--- src/rtl/riscv_pkg.sv ---
// Shared pipeline definitions: XLEN/ILEN, NOP encoding, fetch FSM states and the
// IF/ID payload that the decode stage also consumes.
package riscv_pkg;

  localparam int unsigned XLEN = 32;
  localparam int unsigned ILEN = 32;
  localparam logic [ILEN-1:0] NOP_INSTR = 32'h0000_0013;

  typedef enum logic {
    FS_REQ  = 1'b0,
    FS_WAIT = 1'b1
  } fetch_state_t;

  typedef struct packed {
    logic [XLEN-1:0] pc;
    logic [ILEN-1:0] instr;
  } if_id_t;

endpackage

--- src/rtl/fetch_queue.sv ---
// Two-entry first-word-fall-through FIFO of IF/ID payloads; entry 0 is always the head.
// A synchronous flush empties it and overrides any push or pop in the same cycle.
module fetch_queue
  import riscv_pkg::*;
(
  input  logic       clk,
  input  logic       rst,
  input  logic       i_flush,
  input  logic       i_push,
  input  if_id_t     i_pushData,
  input  logic       i_pop,
  output if_id_t     o_head,
  output logic [1:0] o_count
);

  if_id_t     r_entry0;
  if_id_t     r_entry1;
  logic [1:0] r_count;
  logic       w_pop;
  logic       w_push;

  assign w_pop  = i_pop && (r_count != 2'd0);
  assign w_push = i_push && (w_pop || (r_count != 2'd2));

  always_ff @(posedge clk or posedge rst) begin
    if (rst) begin
      r_count  <= 2'd0;
      r_entry0 <= '0;
      r_entry1 <= '0;
    end else if (i_flush) begin
      r_count <= 2'd0;
    end else begin
      case ({w_push, w_pop})
        2'b10: begin
          if (r_count == 2'd0) r_entry0 <= i_pushData;
          else                 r_entry1 <= i_pushData;
          r_count <= r_count + 2'd1;
        end
        2'b01: begin
          r_entry0 <= r_entry1;
          r_count  <= r_count - 2'd1;
        end
        2'b11: begin
          // Simultaneous push/pop keeps occupancy; the new word lands behind any survivor.
          if (r_count == 2'd1) begin
            r_entry0 <= i_pushData;
          end else begin
            r_entry0 <= r_entry1;
            r_entry1 <= i_pushData;
          end
        end
        default: ;
      endcase
    end
  end

  assign o_head  = r_entry0;
  assign o_count = r_count;

endmodule

--- src/rtl/fetch_stage.sv ---
// Instruction-fetch stage: PC, single-outstanding request FSM, wrong-path drop flag
// and the 2-entry queue whose head forms the IF/ID register.
module fetch_stage
  import riscv_pkg::*;
#(
  parameter int unsigned      WIDTH    = XLEN,
  parameter logic [WIDTH-1:0] RESET_PC = '0
)(
  input  logic             clk,
  input  logic             rst,
  output logic             imem_req_valid,
  output logic [WIDTH-1:0] imem_req_addr,
  input  logic             imem_req_ready,
  input  logic             imem_rsp_valid,
  input  logic [ILEN-1:0]  imem_rsp_data,
  input  logic             redirect_valid,
  input  logic [WIDTH-1:0] redirect_pc,
  output logic             id_valid,
  output logic [WIDTH-1:0] id_pc,
  output logic [ILEN-1:0]  id_instr,
  input  logic             id_ready
);

  fetch_state_t     r_state;
  fetch_state_t     w_nextState;
  logic [WIDTH-1:0] r_pc;
  logic [WIDTH-1:0] w_nextPc;
  logic [WIDTH-1:0] r_inflightPc;
  logic [WIDTH-1:0] r_lastPc;
  logic             r_drop;
  logic             w_nextDrop;
  logic             w_accept;
  logic             w_rspValid;
  logic             w_push;
  logic             w_pop;
  if_id_t           w_pushData;
  if_id_t           w_head;
  logic [1:0]       w_count;

  assign imem_req_valid = !rst && (r_state == FS_REQ) && (w_count < 2'd2);
  assign imem_req_addr  = r_pc;
  assign w_accept       = imem_req_valid && imem_req_ready;
  assign w_rspValid     = (r_state == FS_WAIT) && imem_rsp_valid;
  assign w_pop          = id_valid && id_ready;

  assign w_pushData.pc    = XLEN'(r_inflightPc);
  assign w_pushData.instr = imem_rsp_data;

  always_comb begin
    w_nextState = r_state;
    w_nextPc    = r_pc;
    w_nextDrop  = r_drop;
    w_push      = 1'b0;
    case (r_state)
      FS_REQ: begin
        if (w_accept) begin
          w_nextState = FS_WAIT;
          w_nextPc    = r_pc + WIDTH'(4);
        end
      end
      FS_WAIT: begin
        if (w_rspValid) begin
          w_nextState = FS_REQ;
          w_nextDrop  = 1'b0;
          w_push      = !r_drop;
        end
      end
      default: ;
    endcase
    // A redirect overrides everything: any word still in flight becomes wrong-path.
    if (redirect_valid) begin
      w_nextPc = redirect_pc & ~WIDTH'(3);
      w_push   = 1'b0;
      if (w_rspValid) begin
        w_nextState = FS_REQ;
        w_nextDrop  = 1'b0;
      end else if ((r_state == FS_WAIT) || w_accept) begin
        w_nextState = FS_WAIT;
        w_nextDrop  = 1'b1;
      end
    end
  end

  always_ff @(posedge clk or posedge rst) begin
    if (rst) begin
      r_state      <= FS_REQ;
      r_pc         <= RESET_PC;
      r_inflightPc <= '0;
      r_drop       <= 1'b0;
      r_lastPc     <= '0;
    end else begin
      r_state  <= w_nextState;
      r_pc     <= w_nextPc;
      r_drop   <= w_nextDrop;
      r_lastPc <= id_pc;
      if (w_accept) r_inflightPc <= r_pc;
    end
  end

  fetch_queue u_queue (
    .clk        (clk),
    .rst        (rst),
    .i_flush    (redirect_valid),
    .i_push     (w_push),
    .i_pushData (w_pushData),
    .i_pop      (w_pop),
    .o_head     (w_head),
    .o_count    (w_count)
  );

  // The payload pc is XLEN wide; resize to the stage's WIDTH at the boundary.
  assign id_valid = (w_count != 2'd0);
  assign id_pc    = id_valid ? WIDTH'(w_head.pc) : r_lastPc;
  assign id_instr = id_valid ? w_head.instr : NOP_INSTR;

endmodule

--- config.mk ---
export PLATFORM = sky130hd
export DESIGN_NAME = fetch_stage
export DESIGN_NICKNAME = d
export VERILOG_FILES = /design/src/rtl/riscv_pkg.sv /design/src/rtl/fetch_queue.sv /design/src/rtl/fetch_stage.sv
export SDC_FILE = /design/constraint.sdc
export NUM_CORES = 1
export LEC_CHECK = 0
export CORE_ASPECT_RATIO = 1.5
export CORE_UTILIZATION = 23
export CTS_CLUSTER_SIZE = 24
export DETAILED_ROUTE_END_ITERATION = 16
export GPL_TIMING_DRIVEN = 1
export HOLD_SLACK_MARGIN = 0.15
export PLACE_DENSITY = 0.53
export SYNTH_ARGS = -nofsm -noshare
export SYNTH_HDL_FRONTEND = slang
export SYNTH_HIERARCHICAL = 1
export SYNTH_SLANG_ARGS = --single-unit
--- constraint.sdc ---
create_clock -name clk -period 6.3 [get_ports clk]
set_clock_uncertainty 0.1 [all_clocks]
set_input_delay 1.26 -clock clk [delete_from_list [all_inputs] [get_ports clk]]
set_output_delay 1.26 -clock clk [all_outputs]
set_load 0.01 [all_outputs]
==> metrics.md <==
| Metric | Value |
|---|---|
| # H-tree levels | `1` |
| Gate power share | `0.233` |
| Final Hold Fails | `0` |
| ANT cells | `0` |
| Final Cycle Share | `0.6684` |
| PortBufs | `163` |
| Chip width | `171.9 um` |
| Antenna violations before repair | `1` |
| Pwr dens | `355.4 nW/um^2` |
| Detail Placement HPWL | `16.97 mm` |
| Row count | `93` |
| CP max FO | `4` |
| Register area share after synthesis | `0.5627` |
| Drt wl/cell | `15.51 um` |
| Cells after Synth | `874` |
| WS Path Type | `in -> out` |
| Critical Path End Type | `output port` |
| Initial core utilization | `0.2326` |
| FMAX | `0.2375 GHz` |
| Post-synth EDFFs | `0` |
| Area Growth Syn to Fin | `30.20%` |
| Layout cell share with drive strength beyond 1 | `0.1490` |
| Global-route wire length before repair | `39.96 mm` |
| CTS max path bufs | `3` |
| Switching power | `1.288 mW` |
| Cts bufs inserted | `24` |
| Worst-Margin Slew | `1036 ps` |
| Final setup vio count | `0` |
| Placed cell area | `12,140 sq um` |
| Critical Path Source Type | `input pin` |
| Syn avg cell area | `11.40 sq um` |
| Critical Path RT | `4940 ps` |
| I/O Pins | `168` |
| Die Y-Extent | `256.9 um` |
| Setup repair bufs after CTS | `0` |
| Synth Register Bits | `224` |
| Maximum vdd drop | `0.0001277 V` |
| Clk pin slew, worst setup/hold paths | `60 ps` |
| Final non-filler cell total | `1,617` |
| Post-synth ARST share | `1.000` |
| P_int | `3.322 mW` |
| Hold Path Class | `reg -> reg` |
| Critical path arrival | `2850 ps` |
| Status | `completed` |
| Maxcap violations | `0` |
| Placed cells | `1,573` |
| Count of hold-fix buffers inserted at cts | `0` |
| Clk root buf | `clkbuf_16` |
| Fillers | `4,459` |
| Lkg Pwr | `6.039 nW` |
| Clk_lat worst skew | `520 ps` |
| Synthesized cell area | `9961 sq um` |
| Sequential fraction of design power | `0.445` |
| RSZ-0062 raised after global routing | `no` |
| CTS sink count | `224` |
| Routed via count | `6,952` |
| Ys flop type | `dfrtp_1` |
| Net Sw Frac | `0.2794` |
| ANT nets after route | `0` |
| Synth Warn # | `6` |
| 1st-iter DRT viols | `267` |
| Post-CTS Resized | `0` |
| Vias in the first global route | `7,084` |
| Grt ovf | `0` |
| Min Tclk post-route | `4211 ps` |
| Overall Global Routing Usage | `0.1148` |
| Sum Neg Setup Slack | `0 ps` |
| Design area | `12,970 sq um` |
| Core Area | `42,820 sq um` |
| Clock power frac | `0.323` |
| Final net count | `1,103` |
| Largest net degree at the start of global routing | `87` |
| Synth cell types | `41` |
| Die footprint | `44,160 sq um` |
| DR DRC count | `0` |
| Fin. max-slew vios | `0` |
| GP Congestion | `0.7300` |
| Clock tree from TritonCTS | `built` |
| WL final | `25.08 mm` |
| Relative slew margins | `0.3081` |
| First-pass iteration count of the detailed router | `4` |
| Total power | `4.610 mW` |
| Vias per cell | `4.299` |
## kinds of logic after synthesis
kind of cell | Yosys count | share of synthesized area
AOI/OAI and AO/OA | 121 | 0.06909
xor gates and xnor gates | 7 | 0.006155
adders and majority gates | 4 | 0.005025
buffers and inverters | 64 | 0.03919
DFF | 224 | 0.5627
muxes | 165 | 0.1796
other | 1 | 0.0003765
and+or+nand+nor | 288 | 0.1378
## Yosys cell counts (all sizes together), types with 11 or more instances
master,number,area (sq um)
dfrtp,224,5605
nand3,18,107.6
buf,29,249.0
inv,11,41.29
clkbuf,24,100.1
a31oi,16,100.1
nand2,105,394.1
a21oi,67,335.3
o21ai,13,65.06
o31ai,15,112.6
or4,22,165.2
mux2,98,1119
and2,31,193.9
mux2i,67,670.6
nor2,86,322.8
## layout make-up
cell class / count / area (sq um) / area share
clock inverter: 7 / 118.9 / 0.009165
multi-input combinational: 591 / 4010 / 0.3092
sequential: 224 / 5605 / 0.4322
inverter: 11 / 48.80 / 0.003763
tap: 570 / 713.2 / 0.05499
timing repair buffer: 177 / 1762 / 0.1358
clock buffer: 37 / 710.7 / 0.05480
## cells in the final DEF, fill, tap and decap left out, types with 15 or more instances in the layout
cell,n
nor2_1,85
nand3_1,16
mux2i_1,67
mux2_2,93
o31ai_1,15
clkbuf_16,25
and2_1,31
clkdlybuf4s50_1,163
dfrtp_1,224
nand2_1,105
a21oi_1,66
or4_1,22
a31oi_1,16
## per-layer routing
layer | up-vias | GRT usage | part of all wire
li1 | 3354 | - | -
met1 | 3397 | 0.1344 | 0.42
met2 | 166 | 0.2031 | 0.50
met3 | 35 | 0.02353 | 0.056
met4 | 0 | 0.04228 | 0.024
met5 | - | 0 | 0
## flip-flops by register name, indices dropped and copies added (netlist names)
register          flops
r_inflightPc         30
imem_req_addr        30
u_queue/o_count       2
u_queue/o_head       64
r_drop                1
u_queue/r_entry1     64
r_state               1
r_lastPc             32
## path summary, 6_finish.rpt
kind / end / slack [ps] / from / depth (start not counted)
worst max-delay path: imem_req_valid / 2090 / rst / 3
worst min-delay path: u_queue/r_entry1[40]$_DFFE_PP0P_ / 390 / u_queue/r_entry1[40]$_DFFE_PP0P_ / 1
worst max register to register: u_queue/o_head[16]$_DFFE_PP0P_ / 2840 / u_queue/o_count[1]$_DFFE_PP0P_ / 9
worst min register to register: u_queue/r_entry1[40]$_DFFE_PP0P_ / 390 / u_queue/r_entry1[40]$_DFFE_PP0P_ / 1
max in group asynchronous: u_queue/o_head[4]$_DFFE_PP0P_ / 3590 / rst / 3
min in group asynchronous: imem_req_addr[17]$_DFFE_PP0P_ / 1330 / rst / 2
## per-stage QoR
stage / worst slack, ps / hold slack, ps / util
floorplan: 1471 / 360.9 / -
global placement: 1742 / 373.2 / 0.2835
detailed placement: 1653 / 380.9 / 0.2835
CTS: 2078 / 394.5 / 0.3029
global route: 1924 / 400.5 / 0.3029
finish: 2089 / 390.9 / 0.3029
## critical path, cell delays in order
cell and delay [ps]:
clkdlybuf4s50_1 610, nor3_1 370, clkdlybuf4s50_1 610
## power groups by stage
stage	clock, mW	sequential (mW)	combinational (mW)
4_1_cts	1.54	2.06	1.10
3_3_place_gp	0	2.07	1.08
2_1_floorplan	0	2.02	0.595
6_report	1.49	2.05	1.07
3_5_place_dp	0	2.08	1.10
5_1_grt	1.59	2.11	1.20
(Power assumes the default switching activity.)
